$ cat config.mk
export PLATFORM = sky130hd
export DESIGN_NAME = connect4_board_tracker
export DESIGN_NICKNAME = d
export VERILOG_FILES = /design/src/rtl/connect4_board_tracker.sv
export SDC_FILE = /design/constraint.sdc
export NUM_CORES = 1
export LEC_CHECK = 0
export ABC_CLOCK_PERIOD_IN_PS = 3230
export CAP_MARGIN = 20
export CORE_MARGIN = 10
export CORE_UTILIZATION = 50
export CTS_BUF_LIST = sky130_fd_sc_hd__clkbuf_8
export CTS_CLUSTER_SIZE = 25
export DETAILED_ROUTE_END_ITERATION = 8
export PLACE_DENSITY_LB_ADDON = 0.1
export SLEW_MARGIN = 20
export SYNTH_ARGS = -nofsm -noshare
export SYNTH_HDL_FRONTEND = slang
export SYNTH_SLANG_ARGS = --single-unit
$ cat constraint.sdc
create_clock -name clk -period 3.23 [get_ports clk]
set_input_delay 0.323 -clock clk [delete_from_list [all_inputs] [get_ports clk]]
set_output_delay 0.323 -clock clk [all_outputs]
set_load 0.02 [all_outputs]
$ cat src/rtl/connect4_board_tracker.sv
// 4x4 Connect-4 board tracker: commits resolved drops to the mover's bitboard,
// then spends one CHECK cycle looking for a four-in-line win or a full-board draw.
module connect4_board_tracker #(
    parameter int CELLS   = 16,
    parameter int WIN_LEN = 4
) (
    input  logic             clk,
    input  logic             rst_n,
    input  logic             new_game,
    input  logic             place_valid,
    input  logic [3:0]       place_pos,
    input  logic             place_invalid,
    output logic             current_player,
    output logic [CELLS-1:0] board_p1,
    output logic [CELLS-1:0] board_p2,
    output logic             move_accept,
    output logic             move_reject,
    output logic [1:0]       winner,
    output logic             draw,
    output logic             game_over
);

    typedef enum logic [1:0] {PLAY, CHECK, OVER} state_t;

    localparam int NUM_LINES = 10;
    // Rows, columns, main diagonal, anti-diagonal.
    localparam logic [NUM_LINES-1:0][CELLS-1:0] LINE_MASK = {
        16'h000F, 16'h00F0, 16'h0F00, 16'hF000,
        16'h1111, 16'h2222, 16'h4444, 16'h8888,
        16'h8421, 16'h1248
    };

    state_t           state_q, state_d;
    logic [CELLS-1:0] b1_q, b1_d, b2_q, b2_d;
    logic             cur_q, cur_d;
    logic [1:0]       win_q, win_d;
    logic             draw_q, draw_d;
    logic [4:0]       cnt_q, cnt_d;
    logic             acc_q, acc_d, rej_q, rej_d;

    logic [CELLS-1:0]     occ, pos_bit, mover;
    logic                 supported, illegal;
    logic [NUM_LINES-1:0] line_hit;

    assign occ       = b1_q | b2_q;
    assign pos_bit   = CELLS'(1) << place_pos;
    assign supported = (32'(place_pos) < WIN_LEN) || occ[place_pos - 4'(WIN_LEN)];
    assign illegal   = place_invalid || ((occ & pos_bit) != '0) || !supported;
    assign mover     = cur_q ? b2_q : b1_q;

    for (genvar g = 0; g < NUM_LINES; g++) begin : g_line
        assign line_hit[g] = &(mover | ~LINE_MASK[g]);
    end

    always_comb begin
        state_d = state_q;
        b1_d    = b1_q;
        b2_d    = b2_q;
        cur_d   = cur_q;
        win_d   = win_q;
        draw_d  = draw_q;
        cnt_d   = cnt_q;
        acc_d   = 1'b0;
        rej_d   = 1'b0;
        case (state_q)
            PLAY: begin
                if (place_valid) begin
                    if (illegal) begin
                        rej_d = 1'b1;
                    end else begin
                        if (cur_q) b2_d = b2_q | pos_bit;
                        else       b1_d = b1_q | pos_bit;
                        cnt_d   = cnt_q + 5'd1;
                        acc_d   = 1'b1;
                        state_d = CHECK;
                    end
                end
            end
            CHECK: begin
                rej_d = place_valid;
                // A line on the last move wins even when it also fills the board.
                if (|line_hit) begin
                    win_d   = cur_q ? 2'b10 : 2'b01;
                    state_d = OVER;
                end else if (cnt_q == 5'(CELLS)) begin
                    draw_d  = 1'b1;
                    state_d = OVER;
                end else begin
                    cur_d   = ~cur_q;
                    state_d = PLAY;
                end
            end
            default: rej_d = place_valid;
        endcase
        if (new_game) begin
            state_d = PLAY;
            b1_d    = '0;
            b2_d    = '0;
            cur_d   = 1'b0;
            win_d   = 2'b00;
            draw_d  = 1'b0;
            cnt_d   = '0;
            acc_d   = 1'b0;
            rej_d   = 1'b0;
        end
    end

    always_ff @(posedge clk or negedge rst_n) begin
        if (!rst_n) begin
            state_q <= PLAY;
            b1_q    <= '0;
            b2_q    <= '0;
            cur_q   <= 1'b0;
            win_q   <= 2'b00;
            draw_q  <= 1'b0;
            cnt_q   <= '0;
            acc_q   <= 1'b0;
            rej_q   <= 1'b0;
        end else begin
            state_q <= state_d;
            b1_q    <= b1_d;
            b2_q    <= b2_d;
            cur_q   <= cur_d;
            win_q   <= win_d;
            draw_q  <= draw_d;
            cnt_q   <= cnt_d;
            acc_q   <= acc_d;
            rej_q   <= rej_d;
        end
    end

    assign current_player = cur_q;
    assign board_p1       = b1_q;
    assign board_p2       = b2_q;
    assign move_accept    = acc_q;
    assign move_reject    = rej_q;
    assign winner         = win_q;
    assign draw           = draw_q;
    assign game_over      = (win_q != 2'b00) || draw_q;

endmodule
# After elaboration in Yosys (flattened, before gate mapping)
# Cells that the tools add are included.
# word_totals
reg_bits	45
out_inout_bits	39
# op_classes
addsub	2
order_cmp	2
n_eq_ne	8
shift	1
muxes	43
n_bitwise	5
n_reduce_logical	33
# ops
op	count
$mux W16	11
$or A16 B16 Y16	3
$reduce_and A4 Y1	12
$mux W5	4
$mux W2	9
$mux W1	17
$and A16 B16 Y16	1
$reduce_bool A16 Y1	1
$shl A1 B4 Y16 const A	1
$reduce_bool A2 Y1	7
$reduce_and A3 Y1	4
$reduce_or A10 Y1	1
$ne A2 B2 Y1 const B	4
$ne A3 B3 Y1 const B	2
$add A5 B1 Y5 const B	1
$eq A5 B5 Y1 const B	1
$lt A4 B5 Y1 const B	1
$bmux W1 S4	1
$logic_or A1 B1 Y1	4
$lt A4 B3 Y1 const B	1
$pmux W2 S2	1
$sub A4 B3 Y4 const B	1
$reduce_bool A3 Y1	1
$eq A2 B1 Y1 const B	1
other kinds (4)	4

# Longest topological paths before layout
# Gate-level depths: netlist of the first run.
# logic_depth
ltp_word	10
depth_mapped	10

# Worst setup path after synthesis of the first run
# OpenSTA, ideal clock, no wires.
# synth_path
kind	register to register
from	register b1_q[12], in the netlist board_p1[12]
to	register b1_q[13], in the netlist board_p1[13]
t_arrival_ns	2.528
t_required_ns	3.127
setup_slack_ns	0.598
path_stages_with_launch	9
synth_period_minus_slack_ns	2.632
cell_sequence	dfrtp_1 -> nor2_1 -> mux4_2 -> mux2_2 -> o32a_2 -> or4_4 -> buf_6 -> buf_6 -> o41ai_2
# synth_via
elab_chain_cells	8
word_cells_on_any_way	11
cone_classes	eq/ne: 1; mux: 2; bitwise: 2; reduce/logical: 6
# synth_lines
element	line_no	source
start, declared	34	logic [CELLS-1:0] b1_q, b1_d, b2_q, b2_d;
start signal, assigned	111	b1_q <= '0;
start signal, assigned	121	b1_q <= b1_d;
$or A16 B16 Y16 (*)	45	assign occ = b1_q | b2_q;
$bmux W1 S4	47	assign supported = (32'(place_pos) < WIN_LEN) || occ[place_pos - 4'(WIN_LEN)];
$mux W1 (implied by the code)	47	
$logic_or A1 B1 Y1	47	
$logic_not A1 Y1	48	assign illegal = place_invalid || ((occ & pos_bit) != '0) || !supported;
$logic_or A1 B1 Y1 (*)	48	
$ne A2 B2 Y1 (no source line) (*)	-	
$reduce_and A4 Y1 (no source line) (*)	-	
# Mark *: on every way between the ends. The rest lies on a longest branch, timed or not. The select of a mux whose other input is x is not followed.
# A chain may end at the register's enable or synchronous reset.

# Worst setup path after layout of the first run
# layout_path
from	input port place_pos[0]
to	register b1_q[15], in the netlist board_p1[15]
# layout_via
elab_chain_cells	8
word_cells_on_any_way	19
cone_classes	add/sub: 1; order compare: 1; eq/ne: 1; shift: 1; mux: 7; bitwise: 2; reduce/logical: 6
# layout_lines
element	line_no	source
start, declared	11	input logic [3:0] place_pos,
$sub A4 B3 Y4	47	
$bmux W1 S4	47	
$mux W1 (implied by the code)	47	
$logic_or A1 B1 Y1	47	
$logic_not A1 Y1	48	
$logic_or A1 B1 Y1	48	
$ne A2 B2 Y1 (no source line)	-	
$reduce_and A4 Y1 (no source line)	-	
# Several ways; a longest one is shown, not always the timed one. The select of a mux whose other input is x is not followed.

==> results of run 1 <==
==> through the flow <==
step	total power (W)	setup slack, ns
final	0.001095	0.3434
after detailed placement	0.0007302	0.05327
after CTS	0.001090	0.3716
after floorplan	0.0006699	0.5984
after global routing	0.001128	0.1733
after global placement	0.0007290	0.06863
==> kinds of logic after synthesis <==
| group | after synthesis | synth area share |
|---|---|---|
| and+or+nand+nor | 115 | 0.2154 |
| AOI/OAI and AO/OA | 71 | 0.2168 |
| buffers and inverters | 50 | 0.08754 |
| DFF | 45 | 0.4213 |
| muxes | 9 | 0.04494 |
| adders and majority gates | 3 | 0.01405 |
==> routing by layer <==
metal | up-vias | routed length [µm]
li1 | 1190 | -
met5 | - | 0
met2 | 165 | 4113
met3 | 17 | 915
met1 | 1275 | 3518
met4 | 0 | 140
==> path summary, 6_finish.rpt <==
check	end	slack, ns	cells after the start
min reg2reg	draw	0.56	2
min in group clk	draw	0.56	2
max	board_p1[15]	0.34	8
min	board_p2[13]	-0.003	1
max in group asynchronous	board_p2[9]	2.82	1
max reg2reg	board_p1[15]	0.40	6
==> power breakdown <==
| part | total (W) | internal (W) | switching (W) |
|---|---|---|---|
| logic | 0.000146 | 0.0000530 | 0.0000927 |
| clock network | 0.000374 | 0.000154 | 0.000220 |
| registers | 0.000576 | 0.000569 | 0.00000694 |
==> Yosys cell counts (all sizes together) (3+ instances only) <==
cell type,number,share of area
o41ai,4,0.022
nand2,21,0.029
o22ai,5,0.012
a31oi,3,0.0070
and3,10,0.023
buf,8,0.029
ha,3,0.014
dfrtp,45,0.42
a21oi,6,0.011
inv,31,0.044
nor2,29,0.041
mux2,4,0.017
a32o,5,0.019
clkbuf,10,0.014
nand2b,8,0.019
nand4,7,0.016
nor3,13,0.024
o21ai,8,0.015
o32ai,24,0.079
nor2b,5,0.012
nand3,10,0.019
mux2i,3,0.011
nor4,5,0.012
==> cell type report <==
| type | count | area, µm² |
|---|---|---|
| fill | 474 | 1831 |
| multi-input combinational | 198 | 1313 |
| sequential | 45 | 1126 |
| timing repair buffer | 61 | 573.1 |
| inverter | 32 | 120.1 |
| tap | 70 | 87.58 |
| clock buffer | 5 | 68.82 |
| clock inverter | 3 | 21.27 |
==> critical path: stages <==
cell and delay (ns):
clkdlybuf4s50_1 0.47, buf_4 0.18, or2_1 0.23, o22ai_1 0.28, nor4_1 0.10, o32a_2 0.38, or4_4 0.74, o41ai_1 0.38
==> registers in the layout, indices dropped and copies added, names as in the netlist <==
register,count
current_player,1
state_q,2
move_reject,1
cnt_q,5
draw,1
board_p1,16
winner,2
board_p2,16
move_accept,1
==> results.ini, run 1 <==
[floorplanning]
coreArea_um2=5140
die_w_um=93.11
io-pin-count=48
start_util=0.5200
dieHeight_um=93.11
rows=26
die_area_um2=8669

[cts]
cts_buffer_depth=2
clkLatencyLatePin_ns=0.32
cts_root_buf=clkbuf_8
numCtsBuffers=5
cts_sinks=45
cts_tree=done
clk_pin_slew_worst_paths_ns=0.09
cts_resized=0
cts_setup_buffers=0
htree_levels=2
cts_hold_buf=0

[global_routing]
overflow=0
grt_pass1_wl_mm=14.29
grt_use_met3=0.05276
grt_max_degree=46
use_met2=0.3289
antenna_found_initial=0
top_usage_layer=met2
grt_pass1_vias=2699
grt_use_met1=0.2578
grt_util_all_layers=0.2034

[cells_and_area]
layout.cells.non_filler=414
fin_util=0.6439
layout_commonest_cell=clkdlybuf4s50_1
final_cell_mix=46 x clkdlybuf4s50_1, 45 x dfrtp_1, 31 x inv_1
drive_gt1_frac=0.1047
nets=355
antenna_cells=0
fin_area_um2=3309
areaGrowthSynthToFinish_pct=23.83

[critical_path]
setup.worst_path.end_class=flip-flop
cp_data_arrival_time_ns=3.09
r2r_start=board_p2[10]
start_kind=input pin
crit_required_ns=3.44
startpoint=place_pos[0]
worstPathMaxFanout=32
path_class=in -> reg

[yosys]
ys.flop_type=dfrtp_1
ys_seq_area_frac=0.4213
synth_edf_count=0
syn-num-nets=305
async_flop_share=1.000
syn_inst=293
synth_seq_cells=45
synth_area_um2=2673
ys.warnings.count=0
syn_avg_cell_area_um2=9.121
synth_cell_types=45

[timing]
fin_tns_setup_ns=0
tightest_slew_ns=0.6580
setup_viol=0
hold_viol_final=4
timing.fmax_mhz=346.4
rsz0062_at_grt=false
period_minus_slack_ns=2.887
max-slew-margin-rel=0.5488
post-route-period-util=0.8937
skew_ns=0.005498
maxSlewViolCount=0
hold_slack_ns=-0.003014

[placed_design]
gp_congestion=0.9613
dp_cells=406
portBuffers=47
dp_hpwl_mm=6.420
placed_cell_area_um2=3217

[run_status]
failed_checks=hold timing
status=finished with violations

[routing]
vias=2647
drt_iter0_markers=319
first_pass_iters=6
antenna_left=0
totalWireLength_mm=8.687
via_per_inst=6.394
wl_per_cell_um=20.98
route.detailed.drc=0

[pwr]
p_leak_nw=1.296
ir_worst_vdd_mv=0.2166
p_per_area_nw_per_um2=330.9

[run]
drv_cap=0

[hold_path]
hold_class=in -> async

Note: power is estimated with default switching activity, not from simulation.
==> inputs of run 2 (changes only) <==
CELL_PAD_IN_SITES_DETAIL_PLACEMENT = 0   (was not set)
CELL_PAD_IN_SITES_GLOBAL_PLACEMENT = 1   (was not set)
CORE_UTILIZATION = 40   (was 50)
==> run 2 against run 1 <==
Compared with the run above: the flow now finishes without violations; clock-buffer cell count unchanged; die area increased by 19%; routed wire length rose by 4.8%; clock skew rose by 0.011 ns; setup slack improved by 0.028 ns; non-clock buffer count rose by 1; worst hold slack improved by 0.019 ns; combinational power grew 3%; flip-flop and latch count unchanged; largest power group unchanged.
==> results.ini, run 2 (same netlist as run 1, synthesis figures left out) <==
[routing]
drt_iter0_markers=188
via_per_inst=6.176
vias=2594
wl_per_cell_um=21.67
first_pass_iters=4
antenna_left=0
route.detailed.drc=0
totalWireLength_mm=9.103

[critical_path]
crit_required_ns=3.42
start_kind=input pin
path_class=in -> reg
cp_data_arrival_time_ns=3.05
setup.worst_path.end_class=flip-flop
worstPathMaxFanout=32

[global_routing]
overflow=0
grt_pass1_vias=2455
antenna_found_initial=0
grt_pass1_wl_mm=14.32
grt_util_all_layers=0.1794
grt_max_degree=46

[floorplanning]
die_w_um=101.7
coreArea_um2=6422
io-pin-count=48
rows=29
dieHeight_um=101.7
die_area_um2=10350
start_util=0.4161

[pwr]
power.share.switching=0.2752
power_frac_comb=0.142
p_leak_nw=1.295
p_per_area_nw_per_um2=319.9
clock_power_share=0.314
ir_worst_vdd_mv=0.1846
switching_power_w=0.0002909
seq_power_share=0.544
intPower_w=0.0007663

[timing]
hold_viol_final=0
max-slew-margin-rel=0.5336
rsz0062_at_grt=false
period_minus_slack_ns=2.859
maxSlewViolCount=0
timing.fmax_mhz=349.8
skew_ns=0.01610
post-route-period-util=0.8851
fin_tns_setup_ns=0
setup_viol=0
tightest_slew_ns=0.6802

[placed_design]
gp_congestion=0.9123
dp_cells=414
dp_hpwl_mm=6.714
portBuffers=47

[cts]
clkLatencyLatePin_ns=0.30
cts_buffer_depth=2
cts_setup_buffers=0
cts_resized=0
cts_root_buf=clkbuf_8
htree_levels=2
cts_sinks=45
numCtsBuffers=5
clk_pin_slew_worst_paths_ns=0.09
cts_hold_buf=0
cts_tree=done

[cells_and_area]
antenna_cells=0
nets=356
final_cell_mix=45 x dfrtp_1, 45 x clkdlybuf4s50_1, 31 x inv_1
areaGrowthSynthToFinish_pct=23.64
drive_gt1_frac=0.1050
layout.cells.non_filler=420

[run]
drv_cap=0

[run_status]
status=finished clean

[hold_path]
hold_class=in -> async

-- run 2: cell count changes in the layout (fill, tap and decap cells not counted) --
cell,change
inv_6,-1
buf_2,+1
clkinvlp_4,-1
clkdlybuf4s50_1,-1
buf_4,+1
-- run 2: cell type report --
type	instances	area (µm²)
clock buffer	5	68.82
clock inverter	1	5.005
fill	627	3118
inverter	32	120.1
multi-input combinational	198	1313
sequential	45	1126
tap	77	96.34
timing repair buffer	62	575.6
-- run 2: path summary, 6_finish.rpt --
path / depth (start not counted) / slack, ns / endpoint / startpoint
worst max-delay path: 8 / 0.37 / board_p1[1] / place_pos[0]
worst min-delay path: 1 / 0.02 / cnt_q[2] / rst_n
worst max register to register: 6 / 0.47 / board_p1[1] / board_p1[12]
worst min register to register: 2 / 0.53 / draw / draw
max in group asynchronous: 1 / 2.79 / board_p2[2] / rst_n
min in group clk: 2 / 0.51 / cnt_q[3] / new_game
-- run 2: per-layer routing --
layer,global-route usage,vias to the layer above,routed length [µm]
met5,0,-,0
met2,0.2679,90,4083
met3,0.04765,14,610
met4,0.05391,0,157
met1,0.2470,1295,4251
li1,-,1195,-
-- run 2: stage by stage --
| stage | util | setup WS (ns) | cell area, µm² | hold WS, ns | power, W |
|---|---|---|---|---|---|
| after floorplan | - | 0.5984 | 2673 | 0.02741 | 0.0006699 |
| after global placement | 0.5026 | 0.04346 | 3228 | 0.5029 | 0.0007367 |
| after detailed placement | 0.5026 | 0.06604 | 3228 | 0.5165 | 0.0007363 |
| after CTS | 0.5141 | 0.3716 | 3302 | 0.2405 | 0.001065 |
| after global routing | 0.5145 | 0.2266 | 3304 | 0.05475 | 0.001106 |
| final | 0.5145 | 0.3712 | 3304 | 0.01594 | 0.001057 |
-- run 2: worst max-delay path, stage by stage --
cell             delay (ns)
clkdlybuf4s50_1        0.47
buf_4                  0.22
or2_1                  0.25
o22ai_1                0.25
nor4_1                 0.09
o32a_2                 0.34
or4_4                  0.73
o32ai_1                0.36
-- run 2: power by group through the flow --
stage | registers (W) | clock network, W | logic, W
after global routing | 0.000576 | 0.000366 | 0.000163
after global placement | 0.000586 | 0 | 0.000151
after CTS | 0.000575 | 0.000339 | 0.000151
final | 0.000575 | 0.000332 | 0.000150
after floorplan | 0.000591 | 0 | 0.0000792
after detailed placement | 0.000586 | 0 | 0.000150
